[src/rtl/mem_access_stage_if.sv]
// Data-memory port between the MEM stage (master) and the data memory (slave).
interface mem_access_stage_if;
    logic [15:0] dmem_address;
    logic [15:0] dmem_wdata;
    logic [15:0] dmem_rdata;
    logic        dmem_read;
    logic        dmem_write;
    logic        dmem_resp;
    logic [1:0]  dmem_byte_enable;

    modport master (
        output dmem_address, dmem_wdata, dmem_read, dmem_write, dmem_byte_enable,
        input  dmem_rdata, dmem_resp
    );

    modport slave (
        input  dmem_address, dmem_wdata, dmem_read, dmem_write, dmem_byte_enable,
        output dmem_rdata, dmem_resp
    );
endinterface

[src/rtl/mem_access_stage.sv]
// MEM stage control: drives the data-memory handshake, sequences LDI/STI
// double accesses, formats load data and stalls the pipeline while busy.
module mem_access_stage #(
    parameter int unsigned MAX_WAIT = 64
) (
    input  logic               clk,
    input  logic               reset,
    input  logic               valid_in,
    input  logic [2:0]         mem_op,
    input  logic [15:0]        address_in,
    input  logic [15:0]        store_data,
    mem_access_stage_if.master dmem,
    output logic [15:0]        load_data,
    output logic               stall,
    output logic               timeout
);
    localparam int unsigned   CW        = $clog2(MAX_WAIT) + 1;
    localparam logic [CW-1:0] MAX_COUNT = CW'(MAX_WAIT);

    typedef enum logic [2:0] {
        OP_NONE = 3'd0,
        OP_LDW  = 3'd1,
        OP_LDB  = 3'd2,
        OP_STW  = 3'd3,
        OP_STB  = 3'd4,
        OP_LDI  = 3'd5,
        OP_STI  = 3'd6,
        OP_RSVD = 3'd7
    } op_t;

    typedef enum logic [1:0] {
        IDLE,
        ACCESS,
        IND_FETCH,
        IND_FINAL
    } state_t;

    state_t        state, state_next;
    op_t           op;
    logic [15:1]   ind_addr;
    logic [CW-1:0] wait_count;
    logic [15:0]   word_addr;
    logic [7:0]    load_byte;

    assign op        = op_t'(mem_op);
    assign word_addr = {address_in[15:1], 1'b0};
    assign load_byte = address_in[0] ? dmem.dmem_rdata[15:8] : dmem.dmem_rdata[7:0];

    always_ff @(posedge clk or negedge reset) begin
        if (!reset) begin
            state      <= IDLE;
            ind_addr   <= '0;
            wait_count <= '0;
            timeout    <= 1'b0;
        end else begin
            state <= state_next;
            if (state == IND_FETCH && dmem.dmem_resp)
                ind_addr <= dmem.dmem_rdata[15:1];
            // Saturating watchdog; the flag is sticky and never aborts the access.
            if (state == IDLE || dmem.dmem_resp) begin
                wait_count <= '0;
            end else if (wait_count != MAX_COUNT) begin
                wait_count <= wait_count + 1'b1;
                if (wait_count == MAX_COUNT - 1'b1)
                    timeout <= 1'b1;
            end
        end
    end

    always_comb begin
        state_next            = state;
        stall                 = 1'b0;
        load_data             = '0;
        dmem.dmem_address     = '0;
        dmem.dmem_wdata       = '0;
        dmem.dmem_read        = 1'b0;
        dmem.dmem_write       = 1'b0;
        dmem.dmem_byte_enable = '0;

        case (state)
            IDLE: begin
                if (valid_in && op != OP_NONE && op != OP_RSVD) begin
                    stall      = 1'b1;
                    state_next = (op == OP_LDI || op == OP_STI) ? IND_FETCH : ACCESS;
                end
            end

            ACCESS: begin
                dmem.dmem_address = (op == OP_LDB || op == OP_STB) ? address_in : word_addr;
                stall             = !dmem.dmem_resp;
                case (op)
                    OP_LDW, OP_LDB: begin
                        dmem.dmem_read        = 1'b1;
                        dmem.dmem_byte_enable = 2'b11;
                    end
                    OP_STW: begin
                        dmem.dmem_write       = 1'b1;
                        dmem.dmem_wdata       = store_data;
                        dmem.dmem_byte_enable = 2'b11;
                    end
                    OP_STB: begin
                        dmem.dmem_write       = 1'b1;
                        dmem.dmem_wdata       = {store_data[7:0], store_data[7:0]};
                        dmem.dmem_byte_enable = address_in[0] ? 2'b10 : 2'b01;
                    end
                    default: ;
                endcase
                if (dmem.dmem_resp) begin
                    state_next = IDLE;
                    if (op == OP_LDW)
                        load_data = dmem.dmem_rdata;
                    else if (op == OP_LDB)
                        load_data = {{8{load_byte[7]}}, load_byte};
                end
            end

            IND_FETCH: begin
                dmem.dmem_address     = word_addr;
                dmem.dmem_read        = 1'b1;
                dmem.dmem_byte_enable = 2'b11;
                stall                 = 1'b1;
                if (dmem.dmem_resp)
                    state_next = IND_FINAL;
            end

            IND_FINAL: begin
                dmem.dmem_address     = {ind_addr, 1'b0};
                dmem.dmem_byte_enable = 2'b11;
                stall                 = !dmem.dmem_resp;
                if (op == OP_STI) begin
                    dmem.dmem_write = 1'b1;
                    dmem.dmem_wdata = store_data;
                end else begin
                    dmem.dmem_read = 1'b1;
                end
                if (dmem.dmem_resp) begin
                    state_next = IDLE;
                    if (op == OP_LDI)
                        load_data = dmem.dmem_rdata;
                end
            end

            default: state_next = IDLE;
        endcase

        // IDLE with a live op would otherwise stall while reset is held.
        if (!reset)
            stall = 1'b0;
    end
endmodule

[src/flat_wrapper.sv]
// flat-port wrapper written by rule: the top's interface ports become plain ports
module mem_access_stage_flat 
#(
    parameter int unsigned MAX_WAIT = 64
)
  (clk, reset, valid_in, mem_op, address_in, store_data, load_data, stall, timeout, dmem_dmem_address, dmem_dmem_wdata, dmem_dmem_read, dmem_dmem_write, dmem_dmem_byte_enable, dmem_dmem_rdata, dmem_dmem_resp);
  mem_access_stage_if dmem_i ();
  input  logic clk;
  input  logic reset;
  input  logic valid_in;
  input  logic [2:0] mem_op;
  input  logic [15:0] address_in;
  input  logic [15:0] store_data;
  output logic [15:0] load_data;
  output logic stall;
  output logic timeout;
  output wire logic [$bits(dmem_i.dmem_address)-1:0] dmem_dmem_address;
  output wire logic [$bits(dmem_i.dmem_wdata)-1:0] dmem_dmem_wdata;
  output wire logic [$bits(dmem_i.dmem_read)-1:0] dmem_dmem_read;
  output wire logic [$bits(dmem_i.dmem_write)-1:0] dmem_dmem_write;
  output wire logic [$bits(dmem_i.dmem_byte_enable)-1:0] dmem_dmem_byte_enable;
  input wire logic [$bits(dmem_i.dmem_rdata)-1:0] dmem_dmem_rdata;
  input wire logic [$bits(dmem_i.dmem_resp)-1:0] dmem_dmem_resp;
  assign dmem_dmem_address = dmem_i.dmem_address;
  assign dmem_dmem_wdata = dmem_i.dmem_wdata;
  assign dmem_dmem_read = dmem_i.dmem_read;
  assign dmem_dmem_write = dmem_i.dmem_write;
  assign dmem_dmem_byte_enable = dmem_i.dmem_byte_enable;
  assign dmem_i.dmem_rdata = dmem_dmem_rdata;
  assign dmem_i.dmem_resp = dmem_dmem_resp;
  mem_access_stage #(.MAX_WAIT(MAX_WAIT)) u_core (.clk(clk), .reset(reset), .valid_in(valid_in), .mem_op(mem_op), .address_in(address_in), .store_data(store_data), .dmem(dmem_i), .load_data(load_data), .stall(stall), .timeout(timeout));
endmodule
[config.mk]
export PLATFORM = sky130hd
export DESIGN_NAME = mem_access_stage_flat
export DESIGN_NICKNAME = d
export VERILOG_FILES = /design/src/rtl/mem_access_stage_if.sv /design/src/rtl/mem_access_stage.sv /design/src/flat_wrapper.sv
export SDC_FILE = /design/constraint.sdc
export NUM_CORES = 1
export LEC_CHECK = 0
export ABC_AREA = 1
export BUFFER_PORTS_ARGS = -buffer_cell sky130_fd_sc_hd__buf_2
export CORE_MARGIN = 3
export CORE_UTILIZATION = 23
export DETAILED_ROUTE_END_ITERATION = 6
export HOLD_SLACK_MARGIN = 0.03
export PLACE_DENSITY = 0.52
export SLEW_MARGIN = 15
export SYNTH_ARGS = -nofsm -noshare
export SYNTH_HDL_FRONTEND = slang
export SYNTH_SLANG_ARGS = --single-unit
[constraint.sdc]
create_clock -name clk -period 1.4 [get_ports clk]
set_input_delay 0 -clock clk [delete_from_list [all_inputs] [get_ports clk]]
set_output_delay 0 -clock clk [all_outputs]
set_load 0.05 [all_outputs]
Word level (Yosys, flattened, before mapping)
Index checks and enable logic that the tools add are counted.

operators by class
  add/subtract/negate cells = 1
  $mul = 0
  divide/modulo/power cells = 0
  magnitude comparators = 0
  equality and inequality tests = 15
  shifts and indexed selects = 0
  multiplexer cells = 31
  bitwise logic cells = 1
  reductions and logical operators = 17

operators by type and width
  operator                                             number
  two-way mux 16 bit                                   6
  one-hot mux 16 bit (2 select lines)                  3
  one-hot mux 16 bit (3 select lines)                  1
  two-way mux 7 bit                                    2
  two-way mux 2 bit                                    5
  equality test 3 bit, second input constant           3
  two-way mux 8 bit                                    1
  one-hot mux 2 bit (2 select lines)                   2
  OR reduction 2 bit                                   4
  adder 7 x 1 -> 7 bit, second input constant          1
  equality test 7 x 6 -> 1 bit, second input constant  1
  two-way mux 1 bit                                    7
  != test 7 bit, second input constant                 1
  equality test 3 x 2 -> 1 bit, second input constant  2
  one-hot mux 1 bit (3 select lines)                   2
  one-hot mux 2 bit (3 select lines)                   1
  AND reduction 3 bit                                  2
  equality test 2 bit, second input constant           2
  != test 2 bit, second input constant                 2
  equality test 3 x 1 -> 1 bit, second input constant  1
  logical AND 1 bit                                    3
  logical OR 1 bit                                     3
  != test 3 bit, second input constant                 1
  nonzero test 3 bit                                   1
  8 further kinds                                      8

storage, ports and cells
  bits in registers = 25
  bits in latches = 0
  RAM bits = 0
  ROM bits = 0
  input port bits = 55
  output and inout bits = 54
  logic and storage cells = 69
  memories = 0

Depth between registers and ports, before layout
  depth after elaboration = 6
  mapped depth = 8

Worst setup path before layout
OpenSTA, ideal clock, no wires.

  path type = reg-to-output
  from = register u_core.state[0]
  to = output port dmem_dmem_address[10]
  arrival time = 2046 ps
  data required time = 1400 ps
  slack = -646 ps
  stages on the path, launching flop included = 5
  path buffers = 1
  path through = dfrtp_1 nand2_2 clkbuf_1 nor2_1 nor3_1

on the way
  cells in the longest elaborated chain, start to end = 2
  elaborated cells between the ends (all ways) = 4
  those cells by class = eq/ne (3); mux (1)

ends and longest elaborated chain
  element                                                              RTL line                RTL
  start, declared                                                      mem_access_stage.sv:38  state_t state, state_next;
  start signal, assigned                                               mem_access_stage.sv:56  state <= state_next;
  equality test 2 bit or equality test 2 x 1 -> 1 bit (tied branches)  mem_access_stage.sv:80  case (state)
  one-hot mux 16 bit (3 select lines) (*)                              mem_access_stage.sv:80
  end, declared                                                        flat_wrapper.sv:17      output wire logic [$bits(dmem_i.dmem_address)-1:0] dmem_dmem_address;

Every way passes the cells marked *; elsewhere a longest branch is shown, timed or not.

Worst setup path after layout
  from = register u_core.state[0]
  to = output port load_data[2]

on the way
  cells in the longest elaborated chain, start to end = 2
  elaborated cells between the ends (all ways) = 3
  those cells by class = eq/ne (2); mux (1)

ends and longest elaborated chain
  element                                                              RTL line                RTL
  equality test 2 bit or equality test 2 x 1 -> 1 bit (tied branches)  mem_access_stage.sv:80
  one-hot mux 16 bit (2 select lines) (*)                              mem_access_stage.sv:80
  end, declared                                                        flat_wrapper.sv:14      output logic [15:0] load_data;

Marked as above.

==> metrics.csv <==
stage,metric,value,unit
routing,routed_via_density,4.69,
logic_synthesis,avgSynthCellArea,5.90,um^2
cells_and_area,diodes,0,
status,status,finished with violations,
setup_path,cp.required,1.40,ns
setup_path,path_class,reg2out,
job,max_cap_violations,0,
routing,ant_nets,0,
sta,slew_headroom,73.7,%
sta,fin_crit,1.55,ns
sta,setup_viol,52,
setup_path,cpPeakStageDelay,0.41,ns
sta,max_freq,0.645,GHz
grt,grt_pass1_vias,2718,
routing,detail_route.wl_per_cell,14.0,um
clock_tree,clock_sinks,25,
die,start_util,24.0,%
pwr,power.leakage,2.02,nW
routing,drt_iter0_drc,78,
logic_synthesis,yosys.area_share.xor_xnor,0.820,%
die,core,8890,um^2
setup_path,crit_buf_inv,3,
logic_synthesis,yosys.cell_types.count,27,
cells_and_area,nNetsFinal,565,
grt,grt_pass1_wl,13.3,mm
logic_synthesis,syn_area,2140,um^2
clock_tree,clock_latency,0.27,ns
logic_synthesis,postSynthCellCount,362,
logic_synthesis,synth_top_family_by_area,simple AND/OR/NAND/NOR gates,
grt,gr-total-overflow,0,
die,die_h,102,um
sta,fin_ws,-0.150,ns
pwr,power,0.00582,W
clock_tree,htree_levels,1,
place,io_buffers,108,
cells_and_area,multiInputGateArea,1800,um^2
sta,hold_viol_final,0,
pwr,worst_ir_drop_vdd,0.726,mV
cells_and_area,fillers,895,
die,fp.dieArea,10500,um^2
clock_tree,path_clk_slew,0.09,ns
pwr,power_density,1400,nW/um^2
logic_synthesis,synthSimpleGateAreaFrac,48.4,%
die,die_x,102,um
routing,wirelength,8.59,mm
logic_synthesis,yosysSeqAreaShare,29.3,%
worst_hold_path,hold_path_class,in2reg,
grt,grt_usage,15.8,%
logic_synthesis,yosysWarnings,0,
cells_and_area,layout-drive-gt1-share,49.1,%
sta,drv_slew,0,
place,globalplace.congestion,0.844,
setup_path,critPathSlowestCell,dfrtp_1,
logic_synthesis,synth_seq_cells,25,
place,hpwlAfterDp,6.45,mm
logic_synthesis,synth_adder_area_share,1.17,%
grt,grt_max_degree,26,
cells_and_area,seq_area,627,um^2
logic_synthesis,synthesis.nets,419,
clock_tree,clock-root-buffer,clkbuf_8,
setup_path,cp.arrival,1.55,ns
setup_path,critPathLaunchType,register,
setup_path,path_cells,buf_6 -> nand2_4 -> nor2_4 -> buf_8 -> nand2_4 -> a21oi_4 -> buf_6,
status,violations,negative setup slack,
sta,tightest_slew,0.390,ns
clock_tree,cts.path.max_buffers,2,
setup_path,cp-end-kind,output port,
routing,drtPass1Iterations,4,
routing,drcViolationCount,0,
die,fp-row-count,34,
logic_synthesis,synth_compound_area_share,10.7,%
setup_path,crit_fanout,6,
grt,antenna_found_initial,1,
cells_and_area,layout_common_cells,"nand2_1 (94), buf_6 (62), buf_2 (55)",
clock_tree,cts_tree,built,
routing,num_vias,2883,
cells_and_area,syn_to_final_growth,94.4,%
setup_path,path_delay_family,buffers and inverters,
sta,min_period_over_period,111,%
sta,fin_skew,0.00399,ns
die,io_pins,109,
clock_tree,cts_buffers,3,
sta,grt_setup_unrepaired,yes,
sta,holdWs,0.0282,ns
cells_and_area,final_common_cell,nand2_1,
logic_synthesis,synth.area.mux_share,0,%
-- flip-flops by register name, summed over array words and instances (netlist names) --
register,cells
u_core.ind_addr,15
u_core.state,2
u_core.wait_count,7
u_core.timeout,1
-- power by group --
group	leakage [nW]	total, W	switching, W	internal [W]
Sequential	0.321	0.00112	0.000165	0.000959
Combinational	1.68	0.00425	0.00258	0.00167
Clock	0.0228	0.000444	0.000240	0.000204
Total	2.02	0.00582	0.00299	0.00283
-- final cells by class --
cell class                      instances  area share (%)
Multi-Input combinational cell        285            43.4
Tap cell                              108            3.25
Clock buffer                            4            1.08
Timing Repair Buffer                  154            33.4
Inverter                               39            3.77
Sequential cell                        25            15.1
-- Yosys cell counts --
cell        n  area, um^2
nand2_1   123         462
nor2_1     57         214
inv_1      36         135
dfrtp_1    25         626
o21ai_0    23         115
nand4_1    19         119
nor3_1     16        80.1
nand3_1    14        70.1
a21oi_1     9        45.0
buf_2       8        40.0
o21ai_1     5        25.0
clkbuf_1    3        11.3
inv_2       3        11.3
nand2_2     3        18.8
a31oi_1     2        12.5
buf_1       2        7.51
ha_1        2        25.0
nor2_2      2        12.5
nor3_4      2        32.5
a211oi_1    1        7.51
a21oi_4     1        16.3
nand3_2     1        10.0
nand3b_1    1        7.51
nor3b_1     1        7.51
o21bai_1    1        7.51
xnor2_1     1        8.76
xor2_1      1        8.76
-- timing repair --
action | CTS | global route
setup buffers | 1 | 7
endpoints found under the setup margin | 53 | 70
endpoints found under the hold margin | 29 | 0
hold buffers | 5 | 0
gates cloned | 2 | 1
resized for setup | 161 | 51
pin swaps | 13 | 15
-- worst min-delay path: stages --
cell     delay [ns]
buf_2          0.11
inv_1          0.07
o21ai_0        0.08
-- metal layers --
layer | global-route usage [%] | part of all wire (%) | vias up
met1 | 20.0 | 42 | 1314
met2 | 26.9 | 48 | 103
li1 | - | - | 1456
met4 | 4.24 | 1.4 | 2
met3 | 3.82 | 8.0 | 8
met5 | 0 | 0.081 | -
-- through the flow --
step                      std cells  setup slack (ns)  utilization, %  cell area, um^2  TNS, ns
after CTS                       607            -0.154            43.8             3890    -5.15
after detailed placement        595           0.00590            36.7             3270        0
after global routing            615            -0.251            46.7             4150   -11.36
after global placement          595            0.0119            36.7             3270        0
final                           615            -0.150            46.7             4150    -4.87
after floorplan                 362            -0.385               -             2400    -3.31
-- cell families (layout without fill, tap and decap cells) --
kind of cell / Yosys count / in the layout
adders and majority gates: 2 / 2
xor gates and xnor gates: 2 / 2
and+or+nand+nor: 239 / 239
buffers and inverters: 52 / 197
AOI/OAI and AO/OA: 42 / 42
DFF: 25 / 25
-- worst paths after layout --
check	start	to	slack, ns	cells past startpoint
setup / recovery	u_core.state[0]$_DFFE_PN0P_	load_data[2]	-0.15	7
hold / removal	dmem_dmem_rdata[6]	u_core.ind_addr[6]$_DFFE_PN0P_	0.03	3
setup reg to reg	u_core.state[1]$_DFFE_PN0P_	u_core.ind_addr[8]$_DFFE_PN0P_	0.01	8
hold reg to reg	u_core.timeout$_DFFE_PN0P_	u_core.timeout$_DFFE_PN0P_	0.48	1
max in group asynchronous	reset	u_core.state[1]$_DFFE_PN0P_	0.84	3
min in group asynchronous	reset	u_core.wait_count[6]$_DFFE_PN0P_	0.29	3
Note: power is estimated with default switching activity, not from simulation.
